**config.mk**
```make
export PLATFORM = sky130hd
export DESIGN_NAME = fb_write_arbiter_flat
export DESIGN_NICKNAME = d
export VERILOG_FILES = /design/src/rtl/fb_write_arbiter_if.sv /design/src/rtl/fb_write_arbiter.sv /design/src/flat_wrapper.sv
export SDC_FILE = /design/constraint.sdc
export NUM_CORES = 1
export LEC_CHECK = 0
export ABC_AREA = 0
export CORE_MARGIN = 2
export CORE_UTILIZATION = 40
export CTS_BUF_LIST = sky130_fd_sc_hd__clkbuf_8
export DETAILED_ROUTE_END_ITERATION = 7
export GPL_TIMING_DRIVEN = 0
export PLACE_DENSITY = 0.67
export SYNTH_ARGS = -nofsm -noshare
export SYNTH_HDL_FRONTEND = slang
export SYNTH_SLANG_ARGS = --single-unit
```
**constraint.sdc**
```tcl
create_clock -name clk -period 8.05 [get_ports clk]
set_clock_uncertainty 0.1 [all_clocks]
set_input_delay 1.2075 -clock clk [delete_from_list [all_inputs] [get_ports clk]]
set_output_delay 1.2075 -clock clk [all_outputs]
set_load 0.02 [all_outputs]
```
**src/rtl/fb_write_arbiter_if.sv**
```systemverilog
// Framebuffer write-port bundle: two pixel requesters, clear control, blanking and the VGA write port.
interface fb_write_arbiter_if #(
    parameter int PIXEL_WIDTH = 12,
    parameter int ADDR_WIDTH  = 32
);
    logic                   blank;
    logic                   clear_start;
    logic [PIXEL_WIDTH-1:0] clear_value;
    logic                   clear_busy;
    logic                   req0_valid;
    logic                   req0_ready;
    logic [ADDR_WIDTH-1:0]  req0_addr;
    logic [PIXEL_WIDTH-1:0] req0_pixel;
    logic                   req1_valid;
    logic                   req1_ready;
    logic [ADDR_WIDTH-1:0]  req1_addr;
    logic [PIXEL_WIDTH-1:0] req1_pixel;
    logic                   oor_err;
    logic                   write_enable;
    logic [ADDR_WIDTH-1:0]  write_addr;
    logic [PIXEL_WIDTH-1:0] pixel_in;

    // Requesters / timing source side.
    modport master (
        output blank, clear_start, clear_value,
        output req0_valid, req0_addr, req0_pixel,
        output req1_valid, req1_addr, req1_pixel,
        input  clear_busy, req0_ready, req1_ready, oor_err,
        input  write_enable, write_addr, pixel_in
    );

    // Arbiter side.
    modport slave (
        input  blank, clear_start, clear_value,
        input  req0_valid, req0_addr, req0_pixel,
        input  req1_valid, req1_addr, req1_pixel,
        output clear_busy, req0_ready, req1_ready, oor_err,
        output write_enable, write_addr, pixel_in
    );
endinterface

```
**src/rtl/fb_write_arbiter.sv**
```systemverilog
// Round-robin arbiter for the VGA framebuffer write port, with a full-screen clear engine
// and optional restriction of all writes to blanking intervals.
module fb_write_arbiter #(
    parameter int PIXEL_WIDTH = 12,
    parameter int ADDR_WIDTH  = 32,
    parameter int MEM_SIZE    = 2500,
    parameter bit BLANK_ONLY  = 1'b0
) (
    input logic               clk,
    input logic               reset,
    fb_write_arbiter_if.slave bus
);
    typedef enum logic {IDLE, CLEAR} state_t;

    localparam logic [ADDR_WIDTH-1:0] DEPTH     = ADDR_WIDTH'(MEM_SIZE);
    localparam logic [ADDR_WIDTH-1:0] LAST_ADDR = ADDR_WIDTH'(MEM_SIZE - 1);

    state_t                 state;
    logic                   ptr;        // 1: req1 wins the next tie
    logic [ADDR_WIDTH-1:0]  clr_cnt;
    logic [PIXEL_WIDTH-1:0] clr_val;

    logic                   gate;
    logic                   arb_ok;
    logic                   grant0;
    logic                   grant1;
    logic                   in_range;
    logic [ADDR_WIDTH-1:0]  sel_addr;
    logic [PIXEL_WIDTH-1:0] sel_pixel;

    // clear_start takes priority over any pending request in the same cycle.
    always_comb begin
        gate      = !BLANK_ONLY || bus.blank;
        arb_ok    = (state == IDLE) && gate && !bus.clear_start;
        grant0    = arb_ok && bus.req0_valid && (!bus.req1_valid || !ptr);
        grant1    = arb_ok && bus.req1_valid && (!bus.req0_valid || ptr);
        sel_addr  = grant1 ? bus.req1_addr  : bus.req0_addr;
        sel_pixel = grant1 ? bus.req1_pixel : bus.req0_pixel;
        in_range  = sel_addr < DEPTH;
    end

    assign bus.req0_ready = grant0;
    assign bus.req1_ready = grant1;

    always_ff @(posedge clk) begin
        if (reset) begin
            state            <= IDLE;
            ptr              <= 1'b0;
            bus.write_enable <= 1'b0;
            bus.write_addr   <= '0;
            bus.pixel_in     <= '0;
            bus.clear_busy   <= 1'b0;
            bus.oor_err      <= 1'b0;
        end else begin
            bus.write_enable <= 1'b0;
            bus.oor_err      <= 1'b0;
            case (state)
                IDLE: begin
                    if (bus.clear_start) begin
                        state          <= CLEAR;
                        bus.clear_busy <= 1'b1;
                        clr_cnt        <= '0;
                        clr_val        <= bus.clear_value;
                    end else if (grant0 || grant1) begin
                        ptr              <= grant0;
                        bus.write_enable <= in_range;
                        bus.oor_err      <= !in_range;
                        bus.write_addr   <= sel_addr;
                        bus.pixel_in     <= sel_pixel;
                    end
                end
                CLEAR: begin
                    if (gate) begin
                        bus.write_enable <= 1'b1;
                        bus.write_addr   <= clr_cnt;
                        bus.pixel_in     <= clr_val;
                        clr_cnt          <= clr_cnt + 1'b1;
                        if (clr_cnt == LAST_ADDR) begin
                            state          <= IDLE;
                            bus.clear_busy <= 1'b0;
                        end
                    end
                end
                default: state <= IDLE;
            endcase
        end
    end
endmodule

```
**src/flat_wrapper.sv**
```systemverilog
// flat-port wrapper written by rule: the top's interface ports become plain ports
module fb_write_arbiter_flat 
#(
    parameter int PIXEL_WIDTH = 12,
    parameter int ADDR_WIDTH  = 32,
    parameter int MEM_SIZE    = 2500,
    parameter bit BLANK_ONLY  = 1'b0
)
  (clk, reset, bus_blank, bus_clear_start, bus_clear_value, bus_req0_valid, bus_req0_addr, bus_req0_pixel, bus_req1_valid, bus_req1_addr, bus_req1_pixel, bus_clear_busy, bus_req0_ready, bus_req1_ready, bus_oor_err, bus_write_enable, bus_write_addr, bus_pixel_in);
  fb_write_arbiter_if #(.PIXEL_WIDTH(PIXEL_WIDTH), .ADDR_WIDTH(ADDR_WIDTH)) bus_i ();
  input logic clk;
  input logic reset;
  input wire logic [$bits(bus_i.blank)-1:0] bus_blank;
  input wire logic [$bits(bus_i.clear_start)-1:0] bus_clear_start;
  input wire logic [$bits(bus_i.clear_value)-1:0] bus_clear_value;
  input wire logic [$bits(bus_i.req0_valid)-1:0] bus_req0_valid;
  input wire logic [$bits(bus_i.req0_addr)-1:0] bus_req0_addr;
  input wire logic [$bits(bus_i.req0_pixel)-1:0] bus_req0_pixel;
  input wire logic [$bits(bus_i.req1_valid)-1:0] bus_req1_valid;
  input wire logic [$bits(bus_i.req1_addr)-1:0] bus_req1_addr;
  input wire logic [$bits(bus_i.req1_pixel)-1:0] bus_req1_pixel;
  output wire logic [$bits(bus_i.clear_busy)-1:0] bus_clear_busy;
  output wire logic [$bits(bus_i.req0_ready)-1:0] bus_req0_ready;
  output wire logic [$bits(bus_i.req1_ready)-1:0] bus_req1_ready;
  output wire logic [$bits(bus_i.oor_err)-1:0] bus_oor_err;
  output wire logic [$bits(bus_i.write_enable)-1:0] bus_write_enable;
  output wire logic [$bits(bus_i.write_addr)-1:0] bus_write_addr;
  output wire logic [$bits(bus_i.pixel_in)-1:0] bus_pixel_in;
  assign bus_i.blank = bus_blank;
  assign bus_i.clear_start = bus_clear_start;
  assign bus_i.clear_value = bus_clear_value;
  assign bus_i.req0_valid = bus_req0_valid;
  assign bus_i.req0_addr = bus_req0_addr;
  assign bus_i.req0_pixel = bus_req0_pixel;
  assign bus_i.req1_valid = bus_req1_valid;
  assign bus_i.req1_addr = bus_req1_addr;
  assign bus_i.req1_pixel = bus_req1_pixel;
  assign bus_clear_busy = bus_i.clear_busy;
  assign bus_req0_ready = bus_i.req0_ready;
  assign bus_req1_ready = bus_i.req1_ready;
  assign bus_oor_err = bus_i.oor_err;
  assign bus_write_enable = bus_i.write_enable;
  assign bus_write_addr = bus_i.write_addr;
  assign bus_pixel_in = bus_i.pixel_in;
  fb_write_arbiter #(.PIXEL_WIDTH(PIXEL_WIDTH), .ADDR_WIDTH(ADDR_WIDTH), .MEM_SIZE(MEM_SIZE), .BLANK_ONLY(BLANK_ONLY)) u_core (.clk(clk), .reset(reset), .bus(bus_i));
endmodule
```
==> metrics, run 1 <==
slowest CP cell nor3b_2; first-pass GRT wire length 27900 um; Post-synth EDFFs 44; crit path DAT 3570 ps; gr ovfl total 0; pins over their slew limit 0; Pwr Density 160.8 nW/um^2; P_sw 0.3506 mW; Yosys warning total 0; clk_lat worst skew 380 ps; DR WL/cell 19.85 um; Netlist cell types 53; CP peak stage delay 620 ps; R2R setup slack 5460 ps; CP required 6740 ps; top_reg_cell synth dfxtp_1; Core Rows 40; wirelength, routed 17740 um; Max rail drop VDD 0.07338 mV; Finished Cell Area 6947 sq um; top post-synthesis cells by area edfxtp_1 (26%), dfxtp_1 (20%), a21o_1 (4.3%); NumNets Final 828; Yosys top cell area share 0.2631; register area share after synthesis 0.4585; CP Launch Type primary input; Gate power share 0.226; class of the most critical setup path in -> out; CTS tree built; placed instance area 6765 sq um; Hold Crit Class reg -> reg; initial antenna violation count 0; Worst Tran Pin Value 980.7 ps; CP Depth 5; fin crit share 0.6058; root buffer cell clkbuf_8; CP Cell Sequence clkdlybuf4s50_1, nor3b_2, nand2_1, inv_1, clkdlybuf4s50_1; Post-CTS Hold Buffers 0; vias 5288; Die Span X 116.0 um; P_int 0.7664 mW; FMAX 205.0 MHz; share of cells above drive strength 1 0.05510; Reg power frac 0.498; die area 13470 sq um; dpl hpwl 13490 um; Pleak 2.282 nW; Seq cells post-synth 93; critical path's top delay family buffers and inverters; RD Place Congestion 0.9030; worst r2r src u_core.state; Ports 155; drt first pass iters 6; switching part of the total 0.3139; Avg Cell Area, Syn 8.998 sq um; Syn Nets 665; ys async rst share 0; Setup crit end kind primary output; TritonCTS Buffers 9; H-tree depth 3; Final Setup Violations 0; Cells after Synth 558; reg2reg path depth 6; Worst-path clk slew 100 ps; Hold Fails Final Rpt 0; Clock power frac 0.276; Worst Setup SP bus_clear_start; crit path max fanout 10; final critical-path required period 4877 ps; Die Y 116.0 um; largest net degree at the start of global routing 33; MaxCap Viol Count 0; Via density 5.915; Setup Fix Bufs, Post-CTS 0; all-layer global routing usage 0.2716; worst reg2reg endpoint u_core.bus.pixel_in[7]; effective utilization at floorplan 0.4146; vias in the first global route 5199; status completed; Layout area overhead 38.35%; core area 12110 sq um; # DRC 0; Critical path destination bus_req1_ready; Clock Path Buffers 2; input/output buffers 152; Ant. Diodes 0; WP buf/inv 3; RSZ-0062 raised after global routing false; initial DRC count 527; Yosys top cell by area edfxtp_1; clock sinks 93; min-delay src u_core.bus.write_addr[0]; cell area after synthesis 5021 sq um; Setup TNS Final 0 ps; Slew headroom 0.3433; antenna-violating nets left 0; Worst path most repeated cell clkdlybuf4s50_1; Post-CTS Resized 0
==> area by class of cell <==
| type | instances | area [sq um] |
|---|---|---|
| Fill cell | 1131 | 5165 |
| Multi-Input combinational cell | 408 | 2469 |
| Sequential cell | 93 | 2302 |
| Timing Repair Buffer | 152 | 1521 |
| Buffer | 48 | 229.0 |
| Tap cell | 168 | 210.2 |
| Clock buffer | 9 | 123.9 |
| Clock inverter | 7 | 57.56 |
| Inverter | 9 | 33.78 |
==> registers in the layout (all words and copies together), names as in the netlist <==
register,count
u_core.bus.pixel_in,12
u_core.bus.write_enable,1
u_core.clr_val,12
u_core.ptr,1
u_core.bus.write_addr,32
u_core.state,1
u_core.clr_cnt,32
u_core.bus.clear_busy,1
u_core.bus.oor_err,1
==> layout by cell type (no fill, tap or decap), drive strengths merged, types with 16 or more instances in the layout <==
cell type | Yosys | routed
nand3 | 43 | 43
and3 | 16 | 16
nor2 | 36 | 36
a21o | 29 | 29
o21ai | 34 | 34
dfxtp | 49 | 49
a21oi | 33 | 33
nor4 | 25 | 25
clkdlybuf4s50 | 0 | 152
a22oi | 17 | 17
clkbuf | 34 | 43
edfxtp | 44 | 44
nand2 | 52 | 52
==> cells by family (layout without fill, tap and decap cells) <==
logic type	after synthesis	in the layout	synth area share
flip-flops	93	93	0.4585
AND/OR/NAND/NOR	219	219	0.2313
XOR/XNOR	13	13	0.02268
AO/OA/AOI/OAI	170	170	0.2228
buffers and inverters	57	225	0.05233
multiplexers	5	5	0.009968
adder cells (fa/ha/maj)	1	1	0.002492
==> power groups by stage <==
stage               combinational, mW  sequential [mW]  clock (mW)
floorplan                      0.0972            0.582           0
CTS                             0.251            0.556       0.310
global placement                0.246            0.566           0
global route                    0.272            0.561       0.325
finish                          0.252            0.557       0.308
detailed placement              0.249            0.567           0
==> synth_stat cells, types with 9 or more instances <==
cell type	number
a21oi_1	33
nor2_1	36
a21o_1	29
o32ai_1	13
edfxtp_1	44
nand2_1	52
nor3_1	9
nor4_1	23
clkbuf_1	33
dfxtp_1	49
a211oi_1	15
and3_1	16
nand3_1	43
xnor2_1	10
a31oi_1	12
a22oi_1	17
inv_1	9
or4_1	9
o21ai_0	33
o31ai_1	9
==> metrics by stage <==
step	hold slack [ps]	setup slack, ps	util	power (mW)	instances
after floorplan	317.6	4391	-	0.6793	558
final	364.0	3173	0.5736	1.117	894
after global placement	340.9	3313	0.5575	0.8120	878
after CTS	364.2	3236	0.5736	1.116	894
after global routing	395.1	3065	0.5736	1.158	894
after detailed placement	351.4	3216	0.5586	0.8158	878
==> tightest hold or removal path, delay by kind of cell, from the launching register on <==
| kind | cells | cell delay, ps |
|---|---|---|
| AO/OA/AOI/OAI | 1 | 50 |
| AND/OR/NAND/NOR | 1 | 50 |
| flip-flops | 1 | 320 |
==> how the worst min path moves through the flow <==
stage / end / slack (ps) / depth (start not counted)
3_3_place_gp: u_core.bus.write_addr[0] / 340 / 2
5_1_grt: u_core.bus.write_addr[29] / 400 / 2
4_1_cts: u_core.bus.write_addr[0] / 360 / 2
3_5_place_dp: u_core.bus.write_addr[0] / 350 / 2
6_report: u_core.bus.write_addr[0] / 360 / 2
2_1_floorplan: u_core.bus.pixel_in[11] / 320 / 2
==> routing by layer <==
metal	GRT usage	vias up	part of all wire
li1	-	2458	-
met1	0.3654	2544	0.44
met2	0.4452	255	0.47
met3	0.05282	31	0.069
met4	0.08095	0	0.024
met5	0	-	0
Note: power is estimated with default switching activity, not from simulation.
==> run 2, diff against run 1 <==
PLACE_DENSITY = 0.7   (was 0.67)
clock period = 4 ns   (was 8.05 ns; I/O delays follow)
==> metrics, run 2 (same netlist as run 1, synthesis figures left out) <==
status completed; worst reg2reg endpoint u_core.bus.write_addr[1]; WP buf/inv 3; initial DRC count 594; Setup crit end kind primary output; Slew headroom 0.3476; effective utilization at floorplan 0.4146; die area 13470 sq um; share of cells above drive strength 1 0.05510; all-layer global routing usage 0.2736; worst hold endpoint u_core.bus.write_addr[0]; RSZ-0062 raised after global routing false; commonest non-fill, non-tap cell in the layout clkdlybuf4s50_1; DR WL/cell 20.09 um; CP Launch Type primary input; vias in the first global route 5086; antenna-violating nets left 0; WHS Path Cells 2; FMAX 277.8 MHz; reg2reg path depth 6; fillers 1115; Pleak 2.288 nW; MaxCap Viol Count 0; crit path DAT 2900 ps; fin crit share 0.8999; Worst path most repeated cell clkdlybuf4s50_1; final critical-path required period 3600 ps; CP peak stage delay 630 ps; Die Y 116.0 um; # DRC 0; initial antenna violation count 0; core area 12110 sq um; clk_lat worst skew 390 ps; Sequential cell area 2302 sq um; drt first pass iters 5; area of the multi-input gates 2469 sq um; NumNets Final 828; first-pass GRT wire length 27830 um; class of the most critical setup path in -> out; vias 5301; Worst Tran Pin Value 974.4 ps; min-delay src u_core.bus.write_addr[0]; Hold Fails Final Rpt 0; Core Rows 40; Top Registers u_core.bus.write_addr: 32 flops, u_core.clr_cnt: 32 flops; Finished Cell Area 6963 sq um; largest net degree at the start of global routing 33; placed instance area 6765 sq um; Final Setup Violations 0; Layout area overhead 38.67%; CP required 3300 ps; input/output buffers 152; Via density 5.930; wirelength, routed 17960 um; Ports 155; TritonCTS Buffers 9; CP Cell Sequence clkdlybuf4s50_1, nor3b_2, nand2_1, inv_1, clkdlybuf4s50_1; Setup Fix Bufs, Post-CTS 0; root buffer cell clkbuf_8; R2R setup slack 1490 ps; Worst-path clk slew 100 ps; Post-CTS Resized 0; critical path's top delay family buffers and inverters; Max rail drop VDD 0.1923 mV; CTS tree built; slowest CP cell clkdlybuf4s50_1; Clock Path Buffers 2; pins over their slew limit 0; gr ovfl total 0; most frequent cells in the layout clkdlybuf4s50_1 (152), nand2_1 (52), dfxtp_1 (49); Die Span X 116.0 um; Hold Crit Class reg -> reg; crit path max fanout 10; Pwr Density 329.3 nW/um^2; H-tree depth 3; worst r2r src u_core.state; Tot Pwr 2.293 mW; Ant. Diodes 0; dpl hpwl 13590 um; RD Place Congestion 0.9009; Post-CTS Hold Buffers 0; clock sinks 93
## run 2: cell count changes in the layout (fill, tap and decap cells not counted), sizes merged
cell / before / now
clkinv: 1 / 2
bufinv: 0 / 1
inv: 13 / 11
## run 2: per-layer routing
layer	part of all wire	up-vias	track usage
met2	0.46	267	0.4327
met5	0	-	0
met4	0.032	0	0.09286
met3	0.069	39	0.05649
met1	0.44	2542	0.3750
li1	-	2453	-
## run 2: per-stage QoR
| step | std cells | hold WS, ps | TNS [ps] | utilization | setup slack [ps] |
|---|---|---|---|---|---|
| 6_report | 894 | 360.5 | 0 | 0.5749 | 400.2 |
| 5_1_grt | 894 | 395.8 | 0 | 0.5749 | 261.6 |
| 4_1_cts | 894 | 360.8 | 0 | 0.5749 | 429.7 |
| 3_5_place_dp | 878 | 347.1 | 0 | 0.5586 | 440.6 |
| 3_3_place_gp | 878 | 344.1 | -88.78 | 0.5575 | -3.716 |
| 2_1_floorplan | 558 | 317.6 | 0 | - | 948.3 |
## run 2: cell type report
| cell class | count | share of cell area |
|---|---|---|
| sequential | 93 | 0.3306 |
| buffer | 48 | 0.03288 |
| tap | 168 | 0.03019 |
| clock buffer | 9 | 0.01779 |
| clock inverter | 7 | 0.01060 |
| multi-input combinational | 408 | 0.3545 |
| timing repair buffer | 152 | 0.2185 |
| inverter | 9 | 0.004852 |
## run 2: how the worst max path moves through the flow
| stage | slack [ps] | from | cells after the start | to |
|---|---|---|---|---|
| after floorplan | 950 | reset | 4 | u_core.clr_cnt[0] |
| after global placement | -4 | reset | 4 | u_core.clr_cnt[12] |
| after detailed placement | 440 | bus_clear_start | 5 | bus_req1_ready |
| after CTS | 430 | bus_clear_start | 5 | bus_req1_ready |
| after global routing | 260 | bus_clear_start | 5 | bus_req1_ready |
| final | 400 | bus_clear_start | 5 | bus_req1_ready |
## run 2: worst reg2reg max path, cell delays in order (launching register included)
cell	delay [ps]
dfxtp_1	330
buf_2	190
nor3b_2	530
nand2_1	410
clkbuf_1	340
a211oi_1	350
o32ai_1	130
## run 2: power breakdown
group / switching (mW) / internal, mW
combinational: 0.268 / 0.241
sequential: 0.0571 / 1.07
clock: 0.370 / 0.291
